==> src/rtl/dport_scrambler_n.sv <==
// DisplayPort-style symbol scrambler: 16-bit LFSR keystream XORed onto data symbols,
// with every SR_INTERVAL-th BS control symbol replaced by SR and the LFSR re-seeded.
module dport_scrambler_n #(
  parameter int SYMS        = 2,
  parameter int SR_INTERVAL = 512
) (
  input  logic                clk,
  input  logic                reset,
  input  logic                scr_en,
  input  logic                inval,
  input  logic [8*SYMS-1:0]   indata,
  input  logic [SYMS-1:0]     inisk,
  output logic                outval,
  output logic [8*SYMS-1:0]   outdata,
  output logic [SYMS-1:0]     outisk,
  output logic [SYMS-1:0]     outsr
);

  localparam int          DATA_W    = 8 * SYMS;
  localparam int          CNT_W     = $clog2(SR_INTERVAL);
  localparam logic [7:0]  SYM_BS    = 8'hBC;
  localparam logic [7:0]  SYM_SR    = 8'h1C;
  localparam logic [15:0] LFSR_SEED = 16'hFFFF;

  logic [15:0]       lfsr_q, lfsr_d;
  logic [CNT_W-1:0]  cnt_q, cnt_d;
  logic              val_q;
  logic [DATA_W-1:0] data_q, data_d;
  logic [SYMS-1:0]   isk_q, isk_d;
  logic [SYMS-1:0]   sr_q, sr_d;

  logic [15:0]       s_w;
  logic [CNT_W-1:0]  c_w;
  logic [23:0]       step_w;
  logic [7:0]        sym_w;
  logic              is_bs_w;

  // Eight serial LFSR steps; returns {next_state, key_byte} with key[0] emitted first.
  function automatic logic [23:0] lfsr_byte(input logic [15:0] seed);
    logic [15:0] s;
    logic [7:0]  key;
    s   = seed;
    key = '0;
    for (int b = 0; b < 8; b++) begin
      key[b] = s[15];
      s      = {s[14:0], 1'b0} ^ ({16{key[b]}} & 16'h0039);
    end
    return {s, key};
  endfunction

  always_comb begin
    lfsr_d  = lfsr_q;
    cnt_d   = cnt_q;
    data_d  = data_q;
    isk_d   = isk_q;
    sr_d    = sr_q;
    s_w     = lfsr_q;
    c_w     = cnt_q;
    step_w  = '0;
    sym_w   = '0;
    is_bs_w = 1'b0;
    if (inval) begin
      if (!scr_en) begin
        data_d = indata;
        isk_d  = inisk;
        sr_d   = '0;
        lfsr_d = LFSR_SEED;
        cnt_d  = '0;
      end else begin
        isk_d = inisk;
        sr_d  = '0;
        // Symbols chain through s_w/c_w so a later symbol sees earlier updates.
        for (int i = 0; i < SYMS; i++) begin
          sym_w   = indata[8*i +: 8];
          is_bs_w = inisk[i] && (sym_w == SYM_BS);
          if (is_bs_w && (c_w == '0)) begin
            data_d[8*i +: 8] = SYM_SR;
            sr_d[i]          = 1'b1;
            s_w              = LFSR_SEED;
          end else begin
            step_w           = lfsr_byte(s_w);
            s_w              = step_w[23:8];
            data_d[8*i +: 8] = inisk[i] ? sym_w : (sym_w ^ step_w[7:0]);
          end
          if (is_bs_w) c_w = c_w + CNT_W'(1);
        end
        lfsr_d = s_w;
        cnt_d  = c_w;
      end
    end
  end

  always_ff @(posedge clk) begin
    if (reset) begin
      lfsr_q <= LFSR_SEED;
      cnt_q  <= '0;
      val_q  <= 1'b0;
      data_q <= '0;
      isk_q  <= '0;
      sr_q   <= '0;
    end else begin
      lfsr_q <= lfsr_d;
      cnt_q  <= cnt_d;
      val_q  <= inval;
      data_q <= data_d;
      isk_q  <= isk_d;
      sr_q   <= sr_d;
    end
  end

  assign outval  = val_q;
  assign outdata = data_q;
  assign outisk  = isk_q;
  assign outsr   = sr_q;

endmodule

==> config.mk <==
export PLATFORM = sky130hd
export DESIGN_NAME = dport_scrambler_n
export DESIGN_NICKNAME = d
export VERILOG_FILES = /design/src/rtl/dport_scrambler_n.sv
export SDC_FILE = /design/constraint.sdc
export NUM_CORES = 1
export LEC_CHECK = 0
export BUFFER_PORTS_ARGS = -buffer_cell sky130_fd_sc_hd__buf_2
export CAP_MARGIN = 10
export CORE_MARGIN = 2
export CORE_UTILIZATION = 40
export DETAILED_ROUTE_END_ITERATION = 6
export PLACE_DENSITY = 0.66
export SLEW_MARGIN = 10
export SYNTH_ARGS = -nofsm -noshare
export SYNTH_HDL_FRONTEND = slang
export SYNTH_SLANG_ARGS = --single-unit
==> constraint.sdc <==
create_clock -name clk -period 6.87 [get_ports clk]
set_clock_uncertainty 0.05 [all_clocks]
set_input_delay 0.3435 -clock clk [delete_from_list [all_inputs] [get_ports clk]]
set_output_delay 0.3435 -clock clk [all_outputs]
set_load 0.01 [all_outputs]
==> summary.txt, run 1 <==
DRT iter0 DRCs = 165
critical path class = register to register
worst setup margin = 4.179 ns
most frequent cells in the layout = dfxtp_1, nor2_1, buf_2, xnor2_1, nand2_1
minimum clock period = 2.691 ns
clk_lat worst skew = 0.31 ns
DRT antenna net count = 0
Synth area leader = dfxtp_1
die area = 8301 sq um
first-pass GRT wire length = 12.15 mm
die span in y = 91.11 um
dpl ws = 4.165 ns
Syn. warnings = 0
Critical Path Sink Type = register
TritonCTS Buffers = 5
Sw Ratio = 0.3306
# hold bufs at CTS = 0
CTS H-Tree Depth = 2
Final Slew Violations = 0
flop and latch count out of synthesis = 46
Critical Path AT = 2.87 ns
FF-to-FF Start = cnt_q[2]
Row Count = 31
Worst setup SP type = register
Hold Crit Start = inisk[0]
commonest non-fill, non-tap cell in the layout = dfxtp_1
DRC Markers = 0
maximum fanout along the worst path = 14
Vias/cell = 5.519
Vias = 2754
Post-Route WL = 7.283 mm
main flop type after synthesis = dfxtp_1
core area = 7292 sq um
Internal = 499.6 uW
Layout Nets = 423
# clock sinks = 46
final HPWL from detailed placement = 5.370 mm
Post-CTS Setup Repair Bufs = 0
Horiz. Die Dim = 91.11 um
drt pass-1 iters = 4
EDFF count, synth = 0
clock network fraction of total power = 0.287
gpl congestion = 0.8428
Synth top area share = 0.3034
share of layout cells above drive strength 1 = 0.1700
RSZ-0062 raised after global routing = false
Critical Path RT = 7.05 ns
Max Cap Viol = 0
vias in the first global route = 2485
power per cell area = 223.4 nW/um^2
# IOs = 43
wire length per cell = 14.60 um
CTS tree = done
WHS Path Cells = 3
post_cts resized = 0
Peak VDD IR = 0.09015 mV
Fmax achieved = 0.3716 GHz
setup slack, reg-to-reg = 4.18 ns
Antenna Cells = 0
Syn Std Cell Area = 3035 sq um
Avg Inst Size Synth = 7.946 sq um
Leak = 0.001291 uW
clock input transition at the sequential cells of the worst setup and hold paths = 0.10 ns
Final Hold Fails = 0
initial core utilization = 0.4163
CTS root buf = clkbuf_8
status = completed
Bufs on Longest Clock Path = 2
largest net degree at the start of global routing = 26
Psw = 246.8 uW
Worst Hold End = outisk[0]
Tot GR Track Use = 0.1795
initial antenna violation count = 0
area grow syn2layout = 10.06%
Netlist cell types = 61
reg2reg path depth = 7
cells after synthesis = 382
total negative slack = 0 ns
PortBufs = 42
Syn Nets = 406
Final period util = 0.3917
final setup violation count = 0
async set-or-reset flop fraction in the synthesized netlist = 0
part of the power in registers = 0.428
register area share after synthesis = 0.3034
combinational fraction of design power = 0.285
worst hold path type = primary input to register
total grt overflow = 0
top cells by area, synth = dfxtp_1, xnor2_1, nor2_1
FF-to-FF End = lfsr_q[3]
Slew headroom = 0.5838
Least-Margin Pin Slew = 0.6221 ns
power by group through the flow:
| stage | Sequential [uW] | Combinational [uW] | Clock, uW |
|---|---|---|---|
| floorplan | 310 | 180 | 0 |
| global route | 323 | 238 | 228 |
| CTS | 319 | 213 | 217 |
| global placement | 324 | 209 | 0 |
| finish | 319 | 213 | 214 |
| detailed placement | 325 | 211 | 0 |
critical path, cell delays in order, from the launching register on:
cell and delay, ns:
dfxtp_1 0.53, and3_1 0.43, and4_1 0.34, mux2i_1 0.28
nand4_1 0.18, o21ai_2 0.48, nor3_1 0.10, nor3_1 0.20
logic make-up (layout without fill, tap and decap cells):
kind of cell	Yosys count	count (layout)	synth area share
AOI/OAI and AO/OA	97	97	0.2193
muxes	7	7	0.02391
and+or+nand+nor	136	136	0.2317
adders and majority gates	2	2	0.008243
buffers and inverters	40	58	0.05771
xor gates and xnor gates	54	54	0.1558
DFF	46	46	0.3034
synthesized netlist by cell type (all sizes together), types with 2 or more instances:
cell type  number
nand2b          2
o22a            4
and4bb          2
and4b           2
a31oi           5
mux2            2
nand4           4
and4            2
nand2          28
nor2b           2
a22o            5
nor2           46
dfxtp          46
and3           13
clkbuf         22
nand3           4
a21oi          18
inv             7
or3             5
or2             3
xnor2          36
or4             4
xor2           18
a211oi         19
ha              2
o21ai          25
o21a            5
and2            3
o211ai          2
mux2i           5
o31ai           5
buf            11
nor3            9
state kept, by name, summed over array words and instances, names as in the netlist:
register / count
cnt_q: 9
lfsr_q: 16
outdata: 16
outisk: 2
outsr: 2
outval: 1
stage by stage:
step / util / std cells / instance area (sq um) / total power [uW] / hold slack (ns)
final: 0.4581 / 499 / 3341 / 746.4 / 0.2699
after global routing: 0.4581 / 499 / 3341 / 788.2 / 0.2856
after CTS: 0.4581 / 499 / 3341 / 748.9 / 0.2668
after detailed placement: 0.4427 / 491 / 3228 / 536.1 / 0.3924
after global placement: 0.4427 / 491 / 3228 / 533.1 / 0.3849
after floorplan: - / 382 / 3035 / 489.5 / 0.3656
worst max-delay path by stage:
| stage | from | end | depth (start not counted) |
|---|---|---|---|
| floorplan | cnt_q[0] | cnt_q[7] | 9 |
| global placement | cnt_q[5] | outdata[14] | 6 |
| detailed placement | indata[0] | lfsr_q[10] | 8 |
| CTS | cnt_q[5] | outdata[14] | 6 |
| global route | cnt_q[2] | lfsr_q[3] | 7 |
| finish | cnt_q[2] | lfsr_q[3] | 7 |
per-layer routing:
metal | wire, um | global-route usage | part of all wire
met5 | 0 | 0 | 0
met4 | 121 | 0.05682 | 0.017
met3 | 461 | 0.03320 | 0.063
met2 | 3189 | 0.2741 | 0.44
met1 | 3510 | 0.2554 | 0.48
layout make-up:
class / count / area (sq um)
Clock buffer: 5 / 68.82
Clock inverter: 3 / 43.79
Fill cell: 744 / 3951
Inverter: 7 / 26.28
Multi-Input combinational cell: 296 / 1939
Sequential cell: 46 / 920.9
Tap cell: 99 / 123.9
Timing Repair Buffer: 43 / 217.7
Note: power is estimated with default switching activity, not from simulation.
==> inputs of run 2 (changes only) <==
==> constraint.sdc (replaced) <==
create_clock -name clk -period 2.7 [get_ports clk]
set_clock_uncertainty 0.05 [all_clocks]
set_input_delay 0.135 -clock clk [delete_from_list [all_inputs] [get_ports clk]]
set_output_delay 0.135 -clock clk [all_outputs]
set_load 0.01 [all_outputs]
==> summary.txt, run 2 (same netlist as run 1, synthesis figures left out) <==
FF+latch area = 922.1 sq um (+0.14%)
# IOs = 43 (unchanged)
clk_lat worst skew = 0.30 ns (about the same)
critical path class = register to register
Hold Crit Start = inisk[1]
Critical Path RT = 2.88 ns (-4.17 ns)
Post-Route WL = 7.322 mm (+0.54%)
gpl congestion = 0.9164 (+8.7%)
setup slack, reg-to-reg = 0.28 ns (-3.90 ns)
# hold bufs at CTS = 0 (unchanged)
largest net degree at the start of global routing = 25 (-3.8%)
area grow syn2layout = 13.56%
first-pass GRT wire length = 12.46 mm (+2.6%)
Post-CTS Setup Repair Bufs = 0 (unchanged)
Peak VDD IR = 0.3600 mV (+300%)
share of layout cells above drive strength 1 = 0.2005 (+0.03048)
minimum clock period = 2.421 ns (-0.2699 ns)
Worst Path Buf+Inv = 1 (+1)
die span in y = 91.11 um (unchanged)
# clock sinks = 46 (unchanged)
WHS Path Cells = 3 (unchanged)
multi-input combinational cell area = 1939 sq um (unchanged)
FF-to-FF Start = cnt_q[0]
wire length per cell = 14.27 um (-2.2%)
final HPWL from detailed placement = 5.621 mm (+4.7%)
Worst Hold End = outisk[1]
DRC Markers = 0 (unchanged)
CTS root buf = clkbuf_8
Fmax achieved = 0.4130 GHz (+11%)
reg2reg path depth = 8 (+1)
Bufs on Longest Clock Path = 2 (unchanged)
total negative slack = 0 ns (unchanged)
power per cell area = 549.3 nW/um^2 (+150%)
Leak = 0.001360 uW (+5.4%)
worst hold path type = primary input to register
FF-to-FF End = lfsr_q[14]
status = completed
core area = 7292 sq um (unchanged)
TritonCTS Buffers = 5 (unchanged)
DRT iter0 DRCs = 211 (+28%)
Layout fillers = 736 (-1.1%)
Vias = 2756 (+0.073%)
Critical Path Sink Type = register
drt pass-1 iters = 4 (unchanged)
Layout Nets = 437 (+3.3%)
Layout Utilization = 0.4727 (+0.01459)
initial antenna violation count = 0 (unchanged)
Final period util = 0.8968 (+0.5050)
Critical Path AT = 2.60 ns (-0.27 ns)
RSZ-0062 raised after global routing = false
slowest CP cell = dfxtp_2
Antenna Cells = 0 (unchanged)
Final Hold Fails = 0 (unchanged)
CTS tree = done
cells along the critical path = inv_1, ha_1, a2111oi_0, mux2_2, o21ai_0, o21a_2, and3_1, a211oi_1
final setup violation count = 0 (unchanged)
Tot GR Track Use = 0.1832 (+0.003682)
DRT antenna net count = 0 (unchanged)
slowest cell delay on critical path = 0.42 ns (-0.11 ns)
Max Cap Viol = 0 (unchanged)
Crit path max-delay family = compound AO/OA/AOI/OAI gates
maximum fanout along the worst path = 14 (unchanged)
CTS H-Tree Depth = 2 (unchanged)
vias in the first global route = 2567 (+3.3%)
Least-Margin Pin Slew = 0.5498 ns (-0.07235 ns)
total grt overflow = 0 (unchanged)
initial core utilization = 0.4163 (unchanged)
Row Count = 31 (unchanged)
die area = 8301 sq um (unchanged)
Final Slew Violations = 0 (unchanged)
Horiz. Die Dim = 91.11 um (unchanged)
Worst setup SP type = register
PortBufs = 42 (unchanged)
clock input transition at the sequential cells of the worst setup and hold paths = 0.09 ns (about the same)
Vias/cell = 5.372 (-2.7%)
Slew headroom = 0.6327 (+0.04888)
most frequent cells in the layout = nor2_1, dfxtp_1, buf_2, xnor2_1, nand2_1
## run 2: cell types whose count changed in the layout (fill, tap and decap cells not counted)
| cell | change |
|---|---|
| buf_4 | +14 |
| dfxtp_1 | -1 |
| dfxtp_2 | +1 |
## run 2: worst max-delay path by stage
stage                         from    endpoint  slack (ns)  depth (start not counted)
after floorplan           cnt_q[0]    cnt_q[7]        0.38                          9
after global placement    cnt_q[0]  lfsr_q[14]        0.29                          8
after detailed placement  cnt_q[0]  lfsr_q[14]        0.15                          8
after CTS                 cnt_q[0]  lfsr_q[14]        0.14                          8
after global routing      cnt_q[0]  lfsr_q[11]        0.04                          8
final                     cnt_q[0]  lfsr_q[14]        0.28                          8
## run 2: tightest hold or removal path: stages
cell	delay (ns)
buf_2	0.11
mux2i_1	0.07
nor2_1	0.07
## run 2: final cells by class
type,count,area share
timing repair buffer,57,0.09365
inverter,7,0.007622
multi-input combinational,296,0.5626
sequential,46,0.2675
tap,99,0.03593
clock buffer,5,0.01996
clock inverter,3,0.01270
## run 2: what timing repair did
item | 4_1_cts | 5_1_grt
gates resized for setup | 0 | 1
setup endpoints to repair | 0 | 7
hold endpoints to repair | 0 | 0
## run 2: per-stage QoR
step           setup WS, ns  total power, uW  hold slack, ns  cells  cell area (sq um)
6_report             0.2788             1893         0.05794    513               3447
5_1_grt             0.04120             2003         0.05647    513               3447
3_5_place_dp         0.1512             1374          0.3779    505               3333
3_3_place_gp         0.2927             1361          0.3693    505               3333
2_1_floorplan        0.3805             1246          0.1571    382               3035
4_1_cts              0.1410             1905         0.04993    513               3446
## run 2: power by group
| group | total [uW] | leakage [uW] | internal (uW) | switching [uW] |
|---|---|---|---|---|
| logic | 551 | 0.000924 | 266 | 285 |
| clock network | 531 | 0.0000585 | 278 | 253 |
| registers | 812 | 0.000378 | 734 | 77.4 |
## run 2: per-layer routing
metal,part of all wire,track usage,vias up,wire [um]
met2,0.45,0.2901,42,3265
met4,0.0086,0.04672,0,63
met1,0.51,0.2568,1299,3765
met5,0,0,-,0
li1,-,-,1409,-
met3,0.031,0.03320,6,228
